===== config.mk =====
export PLATFORM = sky130hd
export DESIGN_NAME = midi_msg_decoder
export DESIGN_NICKNAME = d
export VERILOG_FILES = /design/src/rtl/midi_pkg.sv /design/src/rtl/midi_evt_reg.sv /design/src/rtl/midi_msg_decoder.sv
export SDC_FILE = /design/constraint.sdc
export NUM_CORES = 1
export LEC_CHECK = 0
export ABC_CLOCK_PERIOD_IN_PS = 2170
export BUFFER_PORTS_ARGS = -buffer_cell sky130_fd_sc_hd__buf_2
export CAP_MARGIN = 15
export CORE_UTILIZATION = 50
export CTS_CLUSTER_DIAMETER = 80
export CTS_CLUSTER_SIZE = 25
export DETAILED_ROUTE_END_ITERATION = 8
export PLACE_DENSITY = 0.71
export SETUP_SLACK_MARGIN = 0.5
export SYNTH_ARGS = -nofsm -noshare
export SYNTH_HDL_FRONTEND = slang
export SYNTH_SLANG_ARGS = --single-unit

===== constraint.sdc =====
create_clock -name CLOCK_25 -period 2.17 [get_ports CLOCK_25]
set_input_delay 0.217 -clock CLOCK_25 [delete_from_list [all_inputs] [get_ports CLOCK_25]]
set_output_delay 0.217 -clock CLOCK_25 [all_outputs]
set_load 0.005 [all_outputs]

===== src/rtl/midi_pkg.sv =====
// Shared encodings for the MIDI message decoder: event types, status
// nibbles, system message bytes, controller numbers and parser states.
package midi_pkg;

  // Decoded event types presented on evt_type
  localparam logic [2:0] EVT_NOTE_OFF = 3'd0;
  localparam logic [2:0] EVT_NOTE_ON  = 3'd1;
  localparam logic [2:0] EVT_POLY_AT  = 3'd2;
  localparam logic [2:0] EVT_CC       = 3'd3;
  localparam logic [2:0] EVT_PROG     = 3'd4;
  localparam logic [2:0] EVT_CHAN_AT  = 3'd5;
  localparam logic [2:0] EVT_PBEND    = 3'd6;
  localparam logic [2:0] EVT_ALL_OFF  = 3'd7;

  // Channel-voice status nibbles
  localparam logic [3:0] ST_NOTE_OFF = 4'h8;
  localparam logic [3:0] ST_NOTE_ON  = 4'h9;
  localparam logic [3:0] ST_POLY_AT  = 4'hA;
  localparam logic [3:0] ST_CC       = 4'hB;
  localparam logic [3:0] ST_PROG     = 4'hC;
  localparam logic [3:0] ST_CHAN_AT  = 4'hD;
  localparam logic [3:0] ST_PBEND    = 4'hE;

  localparam logic [7:0] SYSEX_START = 8'hF0;
  localparam logic [7:0] SYSEX_END   = 8'hF7;

  localparam logic [6:0] CC_ALL_SOUND_OFF = 7'd120;
  localparam logic [6:0] CC_ALL_NOTES_OFF = 7'd123;

  // Parser states
  typedef enum logic [1:0] {
    S_IDLE    = 2'd0,
    S_WAIT_D1 = 2'd1,
    S_WAIT_D2 = 2'd2,
    S_SYSEX   = 2'd3
  } state_e;

  // Program change and channel aftertouch carry a single data byte
  function automatic logic one_data_byte(input logic [3:0] nib);
    return (nib == ST_PROG) || (nib == ST_CHAN_AT);
  endfunction

  // Map a status nibble and its data bytes onto an event type
  function automatic logic [2:0] map_type(input logic [3:0] nib,
                                          input logic [6:0] d1,
                                          input logic [6:0] d2,
                                          input logic       alloff_en);
    logic [2:0] t;
    case (nib)
      ST_NOTE_OFF: t = EVT_NOTE_OFF;
      ST_NOTE_ON:  t = (d2 == 7'd0) ? EVT_NOTE_OFF : EVT_NOTE_ON;
      ST_POLY_AT:  t = EVT_POLY_AT;
      ST_CC:       t = (alloff_en && (d1 == CC_ALL_SOUND_OFF || d1 == CC_ALL_NOTES_OFF))
                       ? EVT_ALL_OFF : EVT_CC;
      ST_PROG:     t = EVT_PROG;
      ST_CHAN_AT:  t = EVT_CHAN_AT;
      default:     t = EVT_PBEND;
    endcase
    return t;
  endfunction

endpackage


===== src/rtl/midi_evt_reg.sv =====
// One-deep event holding register with valid/ready handshake and a sticky
// overflow flag raised when a new event arrives while one is still stalled.
module midi_evt_reg
  import midi_pkg::*;
(
  input  logic       clk_i,
  input  logic       rst_ni,
  input  logic       load_i,
  input  logic [2:0] type_i,
  input  logic [3:0] chan_i,
  input  logic [6:0] d1_i,
  input  logic [6:0] d2_i,
  input  logic       ready_i,
  input  logic       clr_i,
  output logic       valid_o,
  output logic [2:0] type_o,
  output logic [3:0] chan_o,
  output logic [6:0] d1_o,
  output logic [6:0] d2_o,
  output logic       ovf_o
);

  logic       valid_q, valid_d;
  logic       ovf_q, ovf_d;
  logic [2:0] type_q, type_d;
  logic [3:0] chan_q, chan_d;
  logic [6:0] d1_q, d1_d;
  logic [6:0] d2_q, d2_d;

  // Load when empty or draining this cycle; otherwise drop and flag overflow
  always_comb begin
    valid_d = valid_q;
    type_d  = type_q;
    chan_d  = chan_q;
    d1_d    = d1_q;
    d2_d    = d2_q;
    if (load_i && (!valid_q || ready_i)) begin
      valid_d = 1'b1;
      type_d  = type_i;
      chan_d  = chan_i;
      d1_d    = d1_i;
      d2_d    = d2_i;
    end else if (valid_q && ready_i) begin
      valid_d = 1'b0;
    end
    // Clear wins over a simultaneous overflow
    if (clr_i)                                ovf_d = 1'b0;
    else if (load_i && valid_q && !ready_i)   ovf_d = 1'b1;
    else                                      ovf_d = ovf_q;
  end

  // Holding register state
  always_ff @(posedge clk_i or negedge rst_ni) begin
    if (!rst_ni) begin
      valid_q <= 1'b0;
      ovf_q   <= 1'b0;
      type_q  <= 3'd0;
      chan_q  <= 4'd0;
      d1_q    <= 7'd0;
      d2_q    <= 7'd0;
    end else begin
      valid_q <= valid_d;
      ovf_q   <= ovf_d;
      type_q  <= type_d;
      chan_q  <= chan_d;
      d1_q    <= d1_d;
      d2_q    <= d2_d;
    end
  end

  assign valid_o = valid_q;
  assign ovf_o   = ovf_q;
  assign type_o  = type_q;
  assign chan_o  = chan_q;
  assign d1_o    = d1_q;
  assign d2_o    = d2_q;

endmodule


===== src/rtl/midi_msg_decoder.sv =====
// MIDI channel-voice message decoder: edge-detects UART byteready, tracks
// running status and SysEx, and emits one decoded event per message.
// Optional: define MIDI_ALLOFF_EN to report CC 120/123 as ALL_OFF events.
module midi_msg_decoder
  import midi_pkg::*;
#(
  parameter bit         OMNI    = 1'b1,
  parameter logic [3:0] CHANNEL = 4'd0
) (
  input  logic       CLOCK_25,
  input  logic       iRST_N,
  input  logic       byteready,
  input  logic [7:0] midibyte,
  input  logic       evt_ready,
  output logic       evt_valid,
  output logic [2:0] evt_type,
  output logic [3:0] evt_chan,
  output logic [6:0] evt_d1,
  output logic [6:0] evt_d2,
  output logic       evt_ovf,
  input  logic       ovf_clr
);

`ifdef MIDI_ALLOFF_EN
  localparam logic ALLOFF_EN = 1'b1;
`else
  localparam logic ALLOFF_EN = 1'b0;
`endif

  logic       br_q;
  logic       stb;
  state_e     state_q, state_d;
  logic [7:0] status_q, status_d;
  logic [6:0] d1_q, d1_d;

  logic       cmp;
  logic       accept;
  logic [6:0] ev_d1, ev_d2;
  logic [2:0] ev_type;

  // One strobe per byte: rising edge of the multi-cycle byteready level
  assign stb = byteready & ~br_q;

  // State register, running status and first data byte
  always_ff @(posedge CLOCK_25 or negedge iRST_N) begin
    if (!iRST_N) begin
      br_q     <= 1'b0;
      state_q  <= S_IDLE;
      status_q <= 8'h00;
      d1_q     <= 7'd0;
    end else begin
      br_q     <= byteready;
      state_q  <= state_d;
      status_q <= status_d;
      d1_q     <= d1_d;
    end
  end

  // Next-state: status bytes redirect the parser, data bytes advance it
  always_comb begin
    state_d  = state_q;
    status_d = status_q;
    d1_d     = d1_q;
    if (stb) begin
      if (midibyte[7]) begin
        if (midibyte == SYSEX_START) begin
          state_d  = S_SYSEX;
          status_d = 8'h00;
        end else if (midibyte[7:4] == 4'hF && midibyte <= SYSEX_END) begin
          state_d  = S_IDLE;
          status_d = 8'h00;
        end else if (midibyte[7:4] != 4'hF) begin
          state_d  = S_WAIT_D1;
          status_d = midibyte;
        end
        // F8-FF are real-time bytes and leave the parser untouched
      end else begin
        case (state_q)
          S_WAIT_D1: begin
            d1_d    = midibyte[6:0];
            state_d = one_data_byte(status_q[7:4]) ? S_WAIT_D1 : S_WAIT_D2;
          end
          S_WAIT_D2: state_d = S_WAIT_D1;
          default:   state_d = state_q;
        endcase
      end
    end
  end

  // Outputs: completion strobe, channel filter and decoded event fields
  always_comb begin
    cmp     = stb && !midibyte[7] &&
              ((state_q == S_WAIT_D1 && one_data_byte(status_q[7:4])) ||
               (state_q == S_WAIT_D2));
    accept  = OMNI || (status_q[3:0] == CHANNEL);
    ev_d1   = (state_q == S_WAIT_D1) ? midibyte[6:0] : d1_q;
    ev_d2   = (state_q == S_WAIT_D2) ? midibyte[6:0] : 7'd0;
    ev_type = map_type(status_q[7:4], ev_d1, ev_d2, ALLOFF_EN);
  end

  midi_evt_reg u_evt_reg (
    .clk_i   (CLOCK_25),
    .rst_ni  (iRST_N),
    .load_i  (cmp && accept),
    .type_i  (ev_type),
    .chan_i  (status_q[3:0]),
    .d1_i    (ev_d1),
    .d2_i    (ev_d2),
    .ready_i (evt_ready),
    .clr_i   (ovf_clr),
    .valid_o (evt_valid),
    .type_o  (evt_type),
    .chan_o  (evt_chan),
    .d1_o    (evt_d1),
    .d2_o    (evt_d2),
    .ovf_o   (evt_ovf)
  );

endmodule


==> run_results.csv, run 1 <==
group,metric,value,unit
power,seq_power_share,0.458,
logic_synthesis,ys_ff_latch,41,
grt,grt_pass1_vias,1308,
finish,syn_to_final_growth,17.6,%
logic_synthesis,synth_seq_area_share,0.550,
floorplan,fp.dieH,63.1,um
logic_synthesis,yosysWarnings,0,
detailed_routing,vias_per_cell,5.62,
floorplan,initial_utilization,0.542,
clock_network,clock-sinks,41,
finish,seq_area,1030,sq um
finish,fin_nets,195,
clock_network,clk_latency,0.31,ns
detailed_routing,drtIter0Drc,91,
grt,overflow,0,
logic_synthesis,synth_fp_nets,155,
floorplan,dieArea,3980,sq um
critical_path,r2r_slack,0.52,ns
floorplan,io_pins,36,
finish,antenna_cells,0,
logic_synthesis,synth_flop_cell,"dfrtp_1",
power,cellPowerDensity,1210,nW/um^2
detailed_routing,drc,0,
critical_path,endpoint_kind,"flop",
detailed_routing,ant_nets,0,
detailed_routing,dr.pass1.iters,4,
critical_path,crit_fanout,10,
logic_synthesis,netlist_instances,142,
logic_synthesis,synth_top_cell_by_area,"dfrtp_1",
logic_synthesis,synthTopCellsByArea,"dfrtp_1, mux2_4, mux2_2, o21ai_0, a22o_1",
finish,fillers,280,
logic_synthesis,syn_avg_cell_area,13.1,sq um
floorplan,core_area,3440,sq um
logic_synthesis,ys_top_cells_by_count,"dfrtp_1, mux2_2, mux2_4, o21ai_0, inv_1",
critical_path,cp-start-kind,"flop",
grt,grtUsageTotal,0.217,
clock_network,ctsLongestPathBuffers,2,
logic_synthesis,syn_area,1870,sq um
power,cell_internal_pwr,1.92,mW
floorplan,die_w,63.1,um
finish,drive_gt1_frac,0.437,
timing,setup_violations,0,
detailed_routing,routed_wl,3.84,mm
power,total_power,2.64,mW
power,power.switching,0.728,mW
place,dp_hpwl,2.50,mm
timing,fmaxAchievable,607,MHz
logic_synthesis,synth.distinct_cells,31,
clock_network,htreeDepth,2,
power,combPwrFrac,0.299,
power,switching_share,0.275,
run,cap_violations,0,
worst_hold_path,min_path_type,"input port to async pin",
timing,fin_tns_setup,0,ns
power,p_leak,1.06,nW
critical_path,required,2.37,ns
logic_synthesis,synth_top_area_share,0.550,
status,status,"finished clean",
timing,clock_skew,0.0156,ns
finish,multi_input_area,759,sq um
clock_network,cts_buffers,5,
floorplan,rows,21,
timing,drv_slew,0,
logic_synthesis,synth-edff-count,0,
detailed_routing,vias,1287,
detailed_routing,wl_per_cell,16.8,um
timing,post-route-period-util,0.759,
logic_synthesis,yosysMostFrequentCell,"dfrtp_1",
power,ir_drop,0.000574,V
timing,hold_violations,0,
critical_path,arrival,1.85,ns
place,place_congestion,0.918,
grt,grt_pass1_wl,6.49,mm
logic_synthesis,synthArstFlopShare,1.00,
timing,max_slew_margin,0.410,
grt,grt_max_degree,42,
power,pwr-share-clk,0.243,
timing,worst_pin_slew,0.885,ns
clock_network,path_clk_slew,0.09,ns
clock_network,cts_tree,"yes",
clock_network,cts_root_buf,"clkbuf_8",
timing,rsz0062_at_grt,"yes",
timing,period_minus_slack,1.65,ns
critical_path,worstSetupPathType,"flop to flop",
place,portBuffers,35,
grt,antenna_found_initial,0,
through the flow:
step                 util  std cells  area (sq um)  setup WS, ns  hold WS (ns)
global route        0.638        229          2190         0.447        0.0330
detailed placement  0.598        219          2060         0.468         0.339
floorplan               -        142          1870         0.596       -0.0786
CTS                 0.635        228          2180         0.502        0.0229
global placement    0.598        219          2060         0.504         0.337
finish              0.638        229          2190         0.523        0.0363
logic make-up (layout without fill, tap and decap cells):
| kind of cell | after synthesis | after routing | share of synthesized area |
|---|---|---|---|
| compound gates | 30 | 30 | 0.113 |
| buf+inv | 16 | 55 | 0.0523 |
| flops | 41 | 41 | 0.550 |
| mux | 28 | 28 | 0.195 |
| simple gates | 27 | 29 | 0.0892 |
path summary, 6_finish.rpt:
kind | startpoint | to | cells after the start
max in group asynchronous | iRST_N | u_evt_reg.d2_o[6]$_DFFE_PN0P_ | 1
max | status_q[5]$_DFFE_PN0P_ | u_evt_reg.type_o[0]$_DFFE_PN0P_ | 4
min | iRST_N | u_evt_reg.d1_o[5]$_DFFE_PN0P_ | 1
max reg2reg | status_q[5]$_DFFE_PN0P_ | u_evt_reg.type_o[0]$_DFFE_PN0P_ | 4
min in group CLOCK_25 | byteready | br_q$_DFF_PN0_ | 1
min reg2reg | status_q[3]$_DFFE_PN0P_ | status_q[3]$_DFFE_PN0P_ | 1
what timing repair did:
| item | CTS | global route |
|---|---|---|
| pin swaps | 1 | 1 |
| resized for setup | 0 | 1 |
| hold buffers | 0 | 0 |
| buffers inserted | 0 | 0 |
| setup endpoints to repair | 8 | 21 |
| gates cloned | 1 | 1 |
cell usage in the layout (no fill, tap or decap), types with 2 or more instances in the layout:
cell type  synthesis  layout
and3_2             0       2
nand4_1            7       7
nor2_1             2       2
a22o_1             7       7
buf_4              1       3
dfrtp_1           41      41
a21boi_0           2       2
mux2_4            13      13
clkbuf_8           0       6
nand2_1            4       4
nand2b_1           4       4
mux2_2            15      15
buf_2              0      35
nor2b_1            3       2
inv_1              9       9
o21ai_0           13      13
routing by layer:
| layer | track usage | share of wire | vias up |
|---|---|---|---|
| met5 | 0 | 0 | - |
| met4 | 0.0901 | 0.023 | 0 |
| met3 | 0.0688 | 0.054 | 9 |
| met2 | 0.331 | 0.47 | 41 |
| met1 | 0.284 | 0.45 | 646 |
| li1 | - | - | 591 |
power by group through the flow:
stage / logic [mW] / registers, mW / clock network (mW)
4_1_cts: 0.799 / 1.21 / 0.659
3_5_place_dp: 0.791 / 1.22 / 0
2_1_floorplan: 0.491 / 1.22 / 0
5_1_grt: 0.875 / 1.25 / 0.683
3_3_place_gp: 0.771 / 1.21 / 0
6_report: 0.792 / 1.21 / 0.641
critical path, stage by stage, from the launching register on:
cell and delay [ns]:
dfrtp_1 0.42, nand3b_1 0.22, o21bai_4 0.20, and3_2 0.37, mux2_4 0.32
registers in the layout, summed over array words and instances, names as in the netlist:
register and count:
u_evt_reg.chan_o 4, status_q 8, u_evt_reg.d1_o 7, u_evt_reg.type_o 3, u_evt_reg.valid_o 1, u_evt_reg.ovf_o 1
br_q 1, u_evt_reg.d2_o 7, state_q 2, d1_q 7
layout make-up:
cell class,count,area share
sequential,41,0.468
multi-input combinational,87,0.346
timing repair buffer,38,0.0901
clock buffer,6,0.0376
tap,46,0.0262
clock inverter,2,0.0171
inverter,9,0.0154
No activity file was read; power rests on OpenSTA's default activity.
==> run 2, diff against run 1 <==
Settings changed: ABC_CLOCK_PERIOD_IN_PS 2170 to 1500, CORE_UTILIZATION 50 to 49, PLACE_DENSITY 0.71 to 0.73.
Clock period 2.17 ns to 1.5 ns, I/O delays scaled along.
==> run 2 against run 1 <==
Compared with the run above: the flow now finishes with violations (negative setup slack); first-iteration DRC count unchanged; power up 63%; register-to-register slack worse by 0.61 ns; critical path depth up 1; routed wire length up 21%; non-clock buffer count up 27; global-route usage up 2.0 points; hold slack better by 0.12 ns; largest power group unchanged; setup slack worse by 0.61 ns; sequential share of layout area down 6.6 points.
==> run_results.csv, run 2 (synthesis gave the netlist of run 1 again) <==
group,metric,value,unit
status,failed_checks,"negative setup slack",
timing,fin_tns_setup,-1.04,ns
finish,antenna_cells,0,
place,dpl-instance-area,2200,sq um
grt,grt_max_degree,42,
detailed_routing,wl_per_cell,18.2,um
critical_path,arrival,1.77,ns
critical_path,crit_chain,"nand3b_1, o21bai_4, and3_4, buf_12, mux2_4",
detailed_routing,ant_nets,0,
place,pre_cts_slack,-0.0539,ns
timing,rsz0062_at_grt,"yes",
grt,grtUsageTotal,0.237,
floorplan,fp.dieH,63.7,um
floorplan,rows,22,
floorplan,dieArea,4060,sq um
clock_network,ctsLongestPathBuffers,2,
floorplan,die_w,63.7,um
grt,antenna_found_initial,0,
finish,top_register,"status_q",
run,cap_violations,0,
critical_path,required,1.69,ns
timing,hold_violations,0,
timing,post-route-period-util,1.06,
clock_network,cts_tree,"yes",
timing,max_slew_margin,0.657,
clock_network,htreeDepth,2,
status,status,"finished with violations",
critical_path,startpoint,"status_q[5]$_DFFE_PN0P_",
detailed_routing,dr.pass1.iters,6,
power,seq_power_share,0.411,
timing,period_minus_slack,1.59,ns
power,ir_drop,0.000900,V
finish,fillers,266,
clock_network,clk_latency,0.30,ns
timing,setup_slack,-0.0883,ns
floorplan,initial_utilization,0.510,
power,power.switching,1.19,mW
power,cellPowerDensity,1690,nW/um^2
critical_path,endpoint_kind,"flop",
clock_network,clock-sinks,41,
grt,grt_pass1_vias,1390,
detailed_routing,drc,0,
critical_path,cp-start-kind,"flop",
grt,overflow,0,
timing,fmaxAchievable,630,MHz
clock_network,path_clk_slew,0.08,ns
floorplan,core_area,3660,sq um
timing,setup_violations,15,
critical_path,slowest_stage,"dfrtp_1",
critical_path,critPathMaxStageDelay,0.40,ns
worst_hold_path,hp-start,"midibyte[1]",
finish,final_cell_mix,"dfrtp_1, buf_2, mux2_4",
timing,clock_skew,0.00648,ns
detailed_routing,drtIter0Drc,91,
detailed_routing,vias,1418,
worst_hold_path,min_path_type,"input port to flop",
critical_path,crit_fanout,8,
power,p_leak,1.27,nW
power,pwr-share-clk,0.243,
place,dp_hpwl,2.92,mm
timing,worst_pin_slew,0.515,ns
timing,drv_slew,0,
finish,syn_to_final_growth,37.1,%
clock_network,cts_root_buf,"clkbuf_8",
power,cell_internal_pwr,3.13,mW
clock_network,cts_buffers,5,
critical_path,worstSetupPathType,"flop to flop",
place,place_congestion,0.826,
power,switching_share,0.276,
power,combPwrFrac,0.346,
critical_path,r2r_start,"status_q[5]$_DFFE_PN0P_",
finish,drive_gt1_frac,0.538,
finish,fin_nets,220,
detailed_routing,routed_wl,4.66,mm
finish,design_area,2560,sq um
finish,layout_commonest_cell,"dfrtp_1",
floorplan,io_pins,36,
finish,largest_reg_flops,8,
place,portBuffers,35,
detailed_routing,vias_per_cell,5.54,
grt,grt_pass1_wl,7.01,mm
==> run 2: worst paths after layout <==
path                                              endpoint  slack [ns]  depth (start not counted)
setup / recovery           u_evt_reg.type_o[1]$_DFFE_PN0P_       -0.09                          5
hold / removal               u_evt_reg.d2_o[1]$_DFFE_PN0P_        0.15                          3
setup reg to reg           u_evt_reg.type_o[1]$_DFFE_PN0P_       -0.09                          5
hold reg to reg                        d1_q[2]$_DFFE_PN0P_        0.51                          1
max in group asynchronous           state_q[0]$_DFFE_PN0P_        0.68                          3
min in group asynchronous              d1_q[0]$_DFFE_PN0P_        0.44                          3
==> run 2: worst max-delay path, delay by kind of cell (launching register included) <==
kind                   cells  cell delay (ns)
multiplexers               1             0.30
flip-flops                 1             0.40
AND/OR/NAND/NOR            2             0.48
buffers and inverters      1             0.14
AO/OA/AOI/OAI              1             0.16
==> run 2: final cells by class <==
type	count	area [sq um]	area share
Clock buffer	5	68.8	0.0269
Clock inverter	3	65.1	0.0254
Inverter	9	33.8	0.0132
Multi-Input combinational cell	85	851	0.333
Sequential cell	41	1030	0.402
Tap cell	48	60.1	0.0235
Timing Repair Buffer	65	452	0.177
==> run 2: per-layer routing <==
metal | part of all wire | up-vias | global-route usage
li1 | - | 639 | -
met1 | 0.40 | 721 | 0.299
met2 | 0.53 | 50 | 0.392
met3 | 0.051 | 8 | 0.0562
met4 | 0.013 | 0 | 0.0852
met5 | 0 | - | 0
==> run 2: power by group through the flow <==
stage / combinational, mW / sequential, mW / clock, mW
global placement: 1.21 / 1.74 / 0
finish: 1.50 / 1.78 / 1.05
global route: 1.62 / 1.82 / 1.11
floorplan: 0.730 / 1.77 / 0
detailed placement: 1.26 / 1.78 / 0
CTS: 1.38 / 1.78 / 1.06
==> run 2: timing repair <==
action | CTS | global route
hold endpoints to repair | 43 | 0
hold buffers | 3 | 0
resized for setup | 17 | 10
buffers inserted | 3 | 7
pin swaps | 4 | 4
setup endpoints to repair | 40 | 43
==> run 2: per-stage QoR <==
stage	std cells	power, mW	util	hold WS [ns]
detailed placement	235	3.04	0.602	0.242
global route	256	4.55	0.699	0.165
CTS	249	4.22	0.672	0.144
floorplan	142	2.50	-	-0.146
global placement	235	2.96	0.602	0.230
finish	256	4.32	0.699	0.152
